===== src/rtl/vga_timing_if.sv =====
// Raster timing bundle between the VGA timing generator and the per-pixel colour stages.
// The generator drives everything through the master modport.
interface vga_timing_if;
   logic       pix_ce;
   logic       hsync;
   logic       vsync;
   logic       display_en;
   logic [9:0] x;
   logic [9:0] y;
   logic       line_start;
   logic       frame_start;

   modport master (
      output pix_ce, hsync, vsync, display_en, x, y, line_start, frame_start
   );

   modport slave (
      input  pix_ce, hsync, vsync, display_en, x, y, line_start, frame_start
   );
endinterface


===== src/rtl/vga_timing_gen.sv =====
// VGA raster timing generator: pixel clock-enable, per-axis porch/sync FSMs
// and registered sync, enable, coordinate and strobe outputs.
module vga_timing_gen #(
   parameter int H_ACTIVE         = 640,
   parameter int H_FP             = 16,
   parameter int H_SYNC           = 96,
   parameter int H_BP             = 48,
   parameter int V_ACTIVE         = 480,
   parameter int V_FP             = 10,
   parameter int V_SYNC           = 2,
   parameter int V_BP             = 33,
   parameter int PIX_DIV          = 2,
   parameter bit SYNC_ACTIVE_HIGH = 1'b0
) (
   input  logic         clk,
   input  logic         rst_n,
   vga_timing_if.master o_vga
);
   localparam int         H_TOTAL   = H_ACTIVE + H_FP + H_SYNC + H_BP;
   localparam int         V_TOTAL   = V_ACTIVE + V_FP + V_SYNC + V_BP;
   localparam logic [9:0] H_LAST    = 10'(H_TOTAL - 1);
   localparam logic [9:0] V_LAST    = 10'(V_TOTAL - 1);
   localparam logic [3:0] DIV_LAST  = 4'(PIX_DIV - 1);
   localparam logic       SYNC_IDLE = !SYNC_ACTIVE_HIGH;

   if (H_TOTAL > 1024) begin : g_h_total_check
      $error("vga_timing_gen: H_TOTAL exceeds 1024");
   end
   if (V_TOTAL > 1024) begin : g_v_total_check
      $error("vga_timing_gen: V_TOTAL exceeds 1024");
   end
   if (PIX_DIV < 1 || PIX_DIV > 16) begin : g_pix_div_check
      $error("vga_timing_gen: PIX_DIV must be 1..16");
   end

   typedef enum logic [1:0] {
      ST_ACTIVE = 2'd0,
      ST_FRONT  = 2'd1,
      ST_SYNC   = 2'd2,
      ST_BACK   = 2'd3
   } seg_t;

   function automatic logic [9:0] h_seg_last(input seg_t s);
      case (s)
         ST_ACTIVE: h_seg_last = 10'(H_ACTIVE - 1);
         ST_FRONT:  h_seg_last = 10'(H_FP - 1);
         ST_SYNC:   h_seg_last = 10'(H_SYNC - 1);
         default:   h_seg_last = 10'(H_BP - 1);
      endcase
   endfunction

   function automatic logic [9:0] v_seg_last(input seg_t s);
      case (s)
         ST_ACTIVE: v_seg_last = 10'(V_ACTIVE - 1);
         ST_FRONT:  v_seg_last = 10'(V_FP - 1);
         ST_SYNC:   v_seg_last = 10'(V_SYNC - 1);
         default:   v_seg_last = 10'(V_BP - 1);
      endcase
   endfunction

   logic [3:0] r_div;
   logic       r_pix_ce;
   logic [9:0] r_h;
   logic [9:0] r_v;
   logic [9:0] r_h_seg;
   logic [9:0] r_v_seg;
   seg_t       r_h_state;
   seg_t       r_v_state;
   logic       r_hsync;
   logic       r_vsync;
   logic       r_display_en;
   logic [9:0] r_x;
   logic [9:0] r_y;
   logic       r_line_start;
   logic       r_frame_start;

   logic w_h_wrap;
   logic w_h_seg_done;
   logic w_v_seg_done;
   logic w_visible;

   assign w_h_wrap     = (r_h == H_LAST);
   assign w_h_seg_done = (r_h_seg == h_seg_last(r_h_state));
   assign w_v_seg_done = (r_v_seg == v_seg_last(r_v_state));
   assign w_visible    = (r_h_state == ST_ACTIVE) && (r_v_state == ST_ACTIVE);

   // r_pix_ce trails the divider by one clk so it is 0 in reset even when PIX_DIV = 1.
   always_ff @(posedge clk or negedge rst_n) begin
      if (!rst_n) begin
         r_div         <= '0;
         r_pix_ce      <= 1'b0;
         r_h           <= '0;
         r_v           <= '0;
         r_h_seg       <= '0;
         r_v_seg       <= '0;
         r_h_state     <= ST_ACTIVE;
         r_v_state     <= ST_ACTIVE;
         r_hsync       <= SYNC_IDLE;
         r_vsync       <= SYNC_IDLE;
         r_display_en  <= 1'b0;
         r_x           <= '0;
         r_y           <= '0;
         r_line_start  <= 1'b0;
         r_frame_start <= 1'b0;
      end else begin
         r_div         <= (r_div == DIV_LAST) ? 4'd0 : r_div + 4'd1;
         r_pix_ce      <= (r_div == DIV_LAST);
         r_line_start  <= 1'b0;
         r_frame_start <= 1'b0;

         if (r_pix_ce) begin
            // Outputs reflect the position before it advances on this same edge.
            r_display_en  <= w_visible;
            r_hsync       <= (r_h_state == ST_SYNC) ? !SYNC_IDLE : SYNC_IDLE;
            r_vsync       <= (r_v_state == ST_SYNC) ? !SYNC_IDLE : SYNC_IDLE;
            r_x           <= w_visible ? r_h : 10'd0;
            r_y           <= w_visible ? r_v : 10'd0;
            r_line_start  <= (r_h == 10'd0);
            r_frame_start <= (r_h == 10'd0) && (r_v == 10'd0);

            r_h <= w_h_wrap ? 10'd0 : r_h + 10'd1;
            if (w_h_seg_done) begin
               r_h_seg   <= '0;
               r_h_state <= seg_t'(r_h_state + 2'd1);
            end else begin
               r_h_seg   <= r_h_seg + 10'd1;
            end

            if (w_h_wrap) begin
               r_v <= (r_v == V_LAST) ? 10'd0 : r_v + 10'd1;
               if (w_v_seg_done) begin
                  r_v_seg   <= '0;
                  r_v_state <= seg_t'(r_v_state + 2'd1);
               end else begin
                  r_v_seg   <= r_v_seg + 10'd1;
               end
            end
         end
      end
   end

   assign o_vga.pix_ce      = r_pix_ce;
   assign o_vga.hsync       = r_hsync;
   assign o_vga.vsync       = r_vsync;
   assign o_vga.display_en  = r_display_en;
   assign o_vga.x           = r_x;
   assign o_vga.y           = r_y;
   assign o_vga.line_start  = r_line_start;
   assign o_vga.frame_start = r_frame_start;
endmodule


===== src/flat_wrapper.sv =====
// flat-port wrapper written by rule: the top's interface ports become plain ports
module vga_timing_gen_flat 
#(
   parameter int H_ACTIVE         = 640,
   parameter int H_FP             = 16,
   parameter int H_SYNC           = 96,
   parameter int H_BP             = 48,
   parameter int V_ACTIVE         = 480,
   parameter int V_FP             = 10,
   parameter int V_SYNC           = 2,
   parameter int V_BP             = 33,
   parameter int PIX_DIV          = 2,
   parameter bit SYNC_ACTIVE_HIGH = 1'b0
)
  (clk, rst_n, o_vga_pix_ce, o_vga_hsync, o_vga_vsync, o_vga_display_en, o_vga_x, o_vga_y, o_vga_line_start, o_vga_frame_start);
  vga_timing_if o_vga_i ();
  input  logic clk;
  input  logic rst_n;
  output wire logic [$bits(o_vga_i.pix_ce)-1:0] o_vga_pix_ce;
  output wire logic [$bits(o_vga_i.hsync)-1:0] o_vga_hsync;
  output wire logic [$bits(o_vga_i.vsync)-1:0] o_vga_vsync;
  output wire logic [$bits(o_vga_i.display_en)-1:0] o_vga_display_en;
  output wire logic [$bits(o_vga_i.x)-1:0] o_vga_x;
  output wire logic [$bits(o_vga_i.y)-1:0] o_vga_y;
  output wire logic [$bits(o_vga_i.line_start)-1:0] o_vga_line_start;
  output wire logic [$bits(o_vga_i.frame_start)-1:0] o_vga_frame_start;
  assign o_vga_pix_ce = o_vga_i.pix_ce;
  assign o_vga_hsync = o_vga_i.hsync;
  assign o_vga_vsync = o_vga_i.vsync;
  assign o_vga_display_en = o_vga_i.display_en;
  assign o_vga_x = o_vga_i.x;
  assign o_vga_y = o_vga_i.y;
  assign o_vga_line_start = o_vga_i.line_start;
  assign o_vga_frame_start = o_vga_i.frame_start;
  vga_timing_gen #(.H_ACTIVE(H_ACTIVE), .H_FP(H_FP), .H_SYNC(H_SYNC), .H_BP(H_BP), .V_ACTIVE(V_ACTIVE), .V_FP(V_FP), .V_SYNC(V_SYNC), .V_BP(V_BP), .PIX_DIV(PIX_DIV), .SYNC_ACTIVE_HIGH(SYNC_ACTIVE_HIGH)) u_core (.clk(clk), .rst_n(rst_n), .o_vga(o_vga_i));
endmodule

===== config.mk =====
export PLATFORM = sky130hd
export DESIGN_NAME = vga_timing_gen_flat
export DESIGN_NICKNAME = d
export VERILOG_FILES = /design/src/rtl/vga_timing_if.sv /design/src/rtl/vga_timing_gen.sv /design/src/flat_wrapper.sv
export SDC_FILE = /design/constraint.sdc
export NUM_CORES = 1
export LEC_CHECK = 0
export ABC_CLOCK_PERIOD_IN_PS = 4850
export CORE_UTILIZATION = 62
export DETAILED_ROUTE_END_ITERATION = 8
export PLACE_DENSITY = 0.84
export SETUP_SLACK_MARGIN = 0.15
export SLEW_MARGIN = 25
export SYNTH_ARGS = -nofsm -noshare
export SYNTH_HDL_FRONTEND = slang
export SYNTH_SLANG_ARGS = --single-unit

===== constraint.sdc =====
create_clock -name clk -period 4.85 [get_ports clk]
set_input_delay 0.97 -clock clk [delete_from_list [all_inputs] [get_ports clk]]
set_output_delay 0.97 -clock clk [all_outputs]
set_load 0.05 [all_outputs]

; Yosys cells after proc, flatten, opt, wreduce, memory -nomap -nowiden
; Cells that the tools add are included.
[word_totals]
n_memories = 0
romBits = 0
mem_bits_rw = 0
word_cells = 53
latchBits = 0
register_bits = 74
inputBits = 2
[classes]
n_mul = 0
shifts = 0
eq_ne = 9
bitwise = 0
muxes = 13
addsub = 7
reduce_logical = 9
magnitude_cmp = 0
n_div = 0
[op_table]
columns = cell, count
row1 = 2-to-1 mux 10 bit, 6
row2 = adder 10 x 1 -> 10 bit (second input constant), 4
row3 = case mux 10 bit (3 select lines), 1
row4 = case mux 9 bit (3 select lines), 1
row5 = == test 10 bit (second input constant), 2
row6 = zero test 10 bit, 2
row7 = == test 10 bit, 1
row8 = == test 10 x 9 -> 1 bit, 1
row9 = adder 2 x 1 -> 2 bit (second input constant), 2
row10 = adder 4 x 1 -> 4 bit (second input constant), 1
row11 = == test 2 x 1 -> 1 bit (second input constant), 2
row12 = == test 2 bit (second input constant), 2
row13 = == test 4 x 1 -> 1 bit (second input constant), 1
row14 = zero test 2 bit, 2
row15 = 2-to-1 mux 1 bit, 4
row16 = 2-to-1 mux 4 bit, 1
row17 = AND reduction 2 bit, 2
row18 = AND reduction 3 bit, 1
row19 = logical AND 1 bit, 2

; Depth between registers and ports, before layout
; Gate-level depths: netlist (run 1).
[depth]
ltp_word = 4
mapped_depth = 7

; Worst setup path after synthesis (run 1)
; Ideal clock, no wire load.
[synth_path]
path_type = reg2reg
from = reg u_core.r_pix_ce, in the netlist u_core.o_vga.pix_ce
to = reg u_core.r_v_state[1]
t_required_ns = 4.723
arrival_ns = 2.245
stages_incl_launch_ff = 5
synth_period_minus_slack_ns = 2.373
setup_slack_ns = 2.477
cell_sequence = dfrtp_1 -> or4b_4 -> or3_4 -> nor4_4 -> mux2_1
[synth_via]
elab_chain_len = 1
[synth_lines]
columns = item, line
row1 = start: declaration, vga_timing_gen.sv:62  ; logic r_pix_ce;
row2 = start signal: assignment, vga_timing_gen.sv:107  ; r_pix_ce <= (r_div == DIV_LAST);
row3 = AND reduction 3 bit (no source line), -
row4 = end signal: assignment, vga_timing_gen.sv:133  ; r_v_state <= seg_t'(r_v_state + 2'd1);
row5 = end: declaration, vga_timing_gen.sv:68  ; seg_t r_v_state;
; Every way passes these cells.
; A chain may end at the register's enable or synchronous reset.

; Worst setup path after layout (run 1)
[layout_path]
from = reg u_core.r_pix_ce, in the netlist u_core.o_vga.pix_ce
to = out o_vga_pix_ce
[layout_lines]
columns = item, line
row1 = end: declaration, flat_wrapper.sv:19  ; output wire logic [$bits(o_vga_i.pix_ce)-1:0] o_vga_pix_ce;
; No word-level cell between the ends.

==> reports/metrics.yaml, run 1 <==
logic_synthesis:
  yosysSeqAreaShare_pct: 53.6
  synth-async-reset-ratio_pct: 100
  synth_area_um2: 3460
  syn_nets: 324
  ys_seq_elements: 74
  yosysWarnings: 0
  synth.top_cell.area_share_pct: 52.1
  synthTopCellsByArea: "dfrtp_1, xnor2_1, a22o_1"
  synth_cells: 310
  synth_area_per_cell_um2: 11.2
  ys.flop_type: "dfrtp_1"
  synth_top_area_cell: "dfrtp_1"
  synth_edf_count: 0
  ys_types: 49
pwr:
  intPower_mw: 0.958
  power_density_nw_per_um2: 298
  clockPowerShare_pct: 47.6
  power.switching_mw: 0.242
  p_seq_share_pct: 51.4
  combPwrFrac_pct: 1.0
  ir_worst_vdd_v: 0.000253
  finalPower_mw: 1.20
  sw_frac_of_total_pct: 20.1
  static-leakage-power_nw: 1.73
layout:
  stdcell_area_um2: 4020
  final_layout_size_suffix_gt1_share_pct: 9.01
  final_util_pct: 76.7
  diodes: 0
  syn_to_final_growth_pct: 16.3
  fillers: 324
  fin_cells: 414
  nets: 353
timing:
  slew_violations: 0
  period_share_pct: 58.5
  whs_ps: 476
  rsz0062_at_grt: "no"
  finClkSkew_ps: 5.67
  slew_headroom_pct: 43.0
  finalSetupTns_ps: 0
  setup_slack_ps: 2010
  fin_crit_ps: 2840
  hold_viol: 0
  setup_viol: 0
  worst_pin_slew_ps: 848
  max_freq_mhz: 353
cts:
  hold_buffers: 0
  cts_buffers: 9
  cts.htree.levels: 3
  cts_tree: "built"
  clockBufferDepth: 2
  cts_num_sinks: 74
  clk_pin_slew_ps: 80
  post-cts-setup-buffers: 0
  clk_latency_ps: 350
  cts_resized: 0
  cts_root_buf: "clkbuf_8"
worst_setup_path:
  cp_max_fo: 17
  cp_slowest_cell: "clkdlybuf4s50_1"
  arrival_ps: 1870
  cp-startpoint: "u_core.o_vga.pix_ce"
  r2r-start: "u_core.o_vga.pix_ce"
  worstSetupStartpointType: "flop"
  crit_chain: "clkdlybuf4s50_1"
  path_delay_family: "buffers and inverters"
  endpoint_kind: "output port"
  rrSetupSlack_ps: 2280
  slowest_delay_ps: 900
  critPathBufInv: 1
  timing.setup.critical_path_class: "reg2out"
  worstPathRequired_ps: 3880
grt:
  grt_use_total_pct: 25.9
  grt_pass1_wl_um: 11700
  grt_pass1_vias: 2537
  grt_overflow: 0
  grt_antenna_before_repair: 0
  grt_max_degree: 39
place:
  dp_hpwl_um: 4530
  placed_area_um2: 3770
  place_congestion: 0.829
  dp.cells: 398
  io_buffers: 27
  pre_cts_ws_ps: 2260
detailed_routing:
  drt_iter0_drc: 182
  drc: 0
  vias: 2481
  wl_um: 6660
  ant_nets: 0
  drt-pass1-iter-count: 4
  wl_per_cell_um: 16.1
  vias_per_cell: 5.99
die:
  io_pins: 28
  dieArea_um2: 5880
  fp.dieW_um: 76.7
  initial_core_util_pct: 66.0
  num_rows: 26
  core_area_um2: 5240
  die_h_um: 76.7
flow_run:
  drv_cap: 0
hold_path:
  min_from: "u_core.r_v_seg[9]"
  min_path_type: "reg2reg"
status:
  status: "completed"
cells in the mapped netlist (2+ instances only):
cell type  instances
o31ai_1            4
a22o_1            20
nand3_1            9
nand2b_1           2
clkbuf_1           8
inv_1             14
or3_1              5
nor3_1            11
and3_1             5
nor4_4             2
dfrtp_1           72
nor4_1             2
o21ai_0           20
o211ai_1           3
a21o_1             2
o311ai_0           5
dfstp_2            2
and4_1             5
nand2_1           24
nor2_1            16
xnor2_1           23
ha_1              12
nand4_1           13
xor2_1             5
mux2_2             2
layout make-up:
| type | count | area, µm² | share of cell area [%] |
|---|---|---|---|
| Sequential cell | 74 | 1850 | 46.1 |
| Timing Repair Buffer | 28 | 273 | 6.79 |
| Clock buffer | 9 | 124 | 3.08 |
| Inverter | 14 | 52.6 | 1.31 |
| Multi-Input combinational cell | 212 | 1510 | 37.6 |
| Clock inverter | 7 | 118 | 2.93 |
| Tap cell | 70 | 87.6 | 2.18 |
power groups by stage:
stage          Sequential [mW]  Clock, mW  Combinational (mW)
2_1_floorplan            0.629          0         0.000000554
3_3_place_gp             0.629          0              0.0129
3_5_place_dp             0.629          0              0.0131
4_1_cts                  0.617      0.575              0.0132
5_1_grt                  0.616      0.603              0.0150
6_report                 0.617      0.570              0.0122
registers in the layout (all words and copies together), names as in the netlist:
name	flops
u_core.o_vga.display_en	1
u_core.r_h_state	2
u_core.o_vga.frame_start	1
u_core.r_h	10
u_core.r_v	10
u_core.o_vga.hsync	1
u_core.r_div	4
u_core.o_vga.vsync	1
u_core.o_vga.y	10
u_core.r_h_seg	10
u_core.r_v_seg	10
u_core.r_v_state	2
u_core.o_vga.pix_ce	1
u_core.o_vga.line_start	1
u_core.o_vga.x	10
kinds of logic (layout without fill, tap and decap cells):
family                     Yosys count  count (layout)  share of synthesized area, %
AOI/OAI and AO/OA                   63              63                          13.2
buffers and inverters               24              58                          2.86
xor gates and xnor gates            28              28                          7.09
adders and majority gates           12              12                          4.34
and+or+nand+nor                    106             106                          17.9
muxes                                3               3                         0.977
DFF                                 74              74                          53.6
worst paths after layout:
check / end / depth (start not counted)
max in group asynchronous: u_core.o_vga.hsync / 2
setup reg to reg: u_core.r_v_state[1] / 4
min in group asynchronous: u_core.o_vga.y[8] / 1
setup / recovery: o_vga_pix_ce / 1
hold reg to reg: u_core.r_v_seg[9] / 1
hold / removal: u_core.r_v_seg[9] / 1
layout by cell type, fill, tap and decap left out, types with 2 or more instances in the layout:
| cell | count |
|---|---|
| nor3_1 | 11 |
| bufinv_16 | 3 |
| xnor2_1 | 23 |
| and3_1 | 5 |
| o31ai_1 | 4 |
| a22o_1 | 20 |
| nand4_1 | 13 |
| and4_1 | 5 |
| nor4_1 | 2 |
| clkdlybuf4s50_1 | 26 |
| dfrtp_1 | 72 |
| clkinvlp_4 | 3 |
| dfstp_2 | 2 |
| or3_1 | 5 |
| nand2_1 | 24 |
| nand2b_1 | 2 |
| inv_1 | 14 |
| clkbuf_8 | 9 |
| nand3_1 | 9 |
| xor2_1 | 5 |
| o311ai_0 | 5 |
| a21o_1 | 2 |
| o21ai_0 | 20 |
| ha_1 | 12 |
| mux2_2 | 2 |
| nor2_1 | 16 |
| o211ai_1 | 3 |
| nor4_4 | 2 |
worst register-to-register path: cells and delay by family (launching register included):
kind | cells | cell delay (ps)
flip-flops | 1 | 620
multiplexers | 1 | 360
AND/OR/NAND/NOR | 3 | 1470
per-layer routing:
metal	routed length, µm	GRT usage [%]
met1	2990	31.5
met4	211	12.3
met2	3290	43.9
met3	172	5.36
met5	0	0
(Power assumes the default switching activity.)
==> run 2: changes to the inputs <==
ABC_CLOCK_PERIOD_IN_PS = 2900   (was 4850)
CORE_UTILIZATION = 58   (was 62)
PLACE_DENSITY = 0.8   (was 0.84)
clock period = 2.9 ns   (was 4.85 ns; I/O delays follow)
==> run 2 against run 1 <==
Register-to-register slack worse by 1800 ps. Sequential share of layout area down 0.17 points. Cell count up 1.2%. Sequential power up 67%. Power up 62%. Combinational power up 82%.
==> reports/metrics.yaml, run 2 (synthesized netlist as in run 1, its figures left out) <==
place:
  io_buffers: 27
  place_congestion: 0.819
  placed_area_um2: 3810
  dp_hpwl_um: 4390
layout:
  seqCellArea_um2: 1850
  final_cell_mix: "dfrtp_1, clkdlybuf4s50_1, nand2_1"
  final_common_cell: "dfrtp_1"
  fillers: 394
  final_layout_size_suffix_gt1_share_pct: 9.80
  diodes: 0
  stdcell_area_um2: 4030
  syn_to_final_growth_pct: 16.7
  multi_input_area_um2: 1500
  nets: 356
die:
  initial_core_util_pct: 61.3
  fp.dieW_um: 79.2
  num_rows: 27
  io_pins: 28
  die_h_um: 79.2
  dieArea_um2: 6270
  core_area_um2: 5640
detailed_routing:
  vias_per_cell: 5.98
  wl_per_cell_um: 15.8
  vias: 2505
  m1WireLength_um: 3120
  ant_nets: 0
  drt_iter0_drc: 212
  wl_met3_um: 267
  wl_met2_um: 3200
  top_layer_used: "met4"
  drc: 0
  wl_um: 6610
  drt-pass1-iter-count: 4
cts:
  cts.htree.levels: 3
  clk_pin_slew_ps: 80
  clockBufferDepth: 2
  hold_buffers: 0
  cts_num_sinks: 74
  cts_resized: 0
  cts_buffers: 9
  post-cts-setup-buffers: 0
  cts_tree: "built"
  clk_latency_ps: 350
  cts_root_buf: "clkbuf_8"
grt:
  grt_overflow: 0
  grt_use_total_pct: 23.9
  grt_antenna_before_repair: 0
  grt_max_degree: 75
  grt_pass1_vias: 2435
  grt_pass1_wl_um: 11400
pwr:
  ir_worst_vdd_v: 0.000383
  static-leakage-power_nw: 1.74
  power_density_nw_per_um2: 482
timing:
  worst_pin_slew_ps: 846
  slew_headroom_pct: 43.6
  hold_viol: 0
  finalSetupTns_ps: 0
  rsz0062_at_grt: "no"
  slew_violations: 0
  whs_ps: 252
  period_share_pct: 83.2
  setup_viol: 0
  max_freq_mhz: 414
  fin_crit_ps: 2410
  finClkSkew_ps: 11.2
worst_setup_path:
  worstSetupStartpointType: "flop"
  timing.setup.critical_path_class: "reg2reg"
  slowest_delay_ps: 580
  worstPathRequired_ps: 3130
  cp_max_fo: 22
  crit_chain: "or4b_4 > or3_4 > nor4_4 > mux2_1"
  critPathBufInv: 0
  endpoint_kind: "flop"
  cp_slowest_cell: "or4b_4"
  path_delay_family: "simple AND/OR/NAND/NOR gates"
  arrival_ps: 2650
status:
  status: "completed"
flow_run:
  drv_cap: 0
hold_path:
  min_path_type: "in2async"
[run 2: cell types whose count changed in the layout (fill, tap and decap cells not counted), sizes merged]
cell      change
buf           +3
bufinv        -1
clkinv        +1
clkinvlp      -1
inv           +1
[run 2: layer usage]
| metal | global-route usage [%] | vias to the layer above |
|---|---|---|
| li1 | - | 1197 |
| met2 | 37.3 | 64 |
| met4 | 10.5 | 0 |
| met5 | 0 | - |
| met3 | 5.29 | 2 |
| met1 | 31.9 | 1242 |
[run 2: where the power goes]
| group | switching, mW | internal, mW |
|---|---|---|
| sequential | 0 | 1.03 |
| clock | 0.401 | 0.490 |
| combinational | 0.0189 | 0.00333 |
| total | 0.420 | 1.52 |
[run 2: stage by stage]
step | util, % | setup WS, ps | instances | power, mW
2_1_floorplan | - | 527 | 310 | 1.05
6_report | 71.5 | 486 | 419 | 1.94
5_1_grt | 71.5 | 407 | 419 | 2.00
3_5_place_dp | 67.5 | 513 | 403 | 1.08
3_3_place_gp | 67.5 | 546 | 403 | 1.08
4_1_cts | 71.5 | 505 | 419 | 1.96
[run 2: final timing paths]
path / from / endpoint / slack, ps / cells after the start
worst max-delay path: u_core.r_h[7] / u_core.r_v_state[1] / 490 / 4
worst min-delay path: rst_n / u_core.o_vga.y[6] / 250 / 2
worst max register to register: u_core.r_h[7] / u_core.r_v_state[1] / 490 / 4
worst min register to register: u_core.r_v_seg[9] / u_core.r_v_seg[9] / 470 / 1
max in group asynchronous: rst_n / u_core.o_vga.vsync / 2310 / 2
min in group clk: u_core.r_v_seg[9] / u_core.r_v_seg[9] / 470 / 1
[run 2: cell type report]
type / count / area share, %
sequential: 74 / 46.0
multi-input combinational: 212 / 37.3
timing repair buffer: 31 / 7.63
clock buffer: 9 / 3.07
clock inverter: 7 / 2.51
tap: 72 / 2.23
inverter: 14 / 1.30
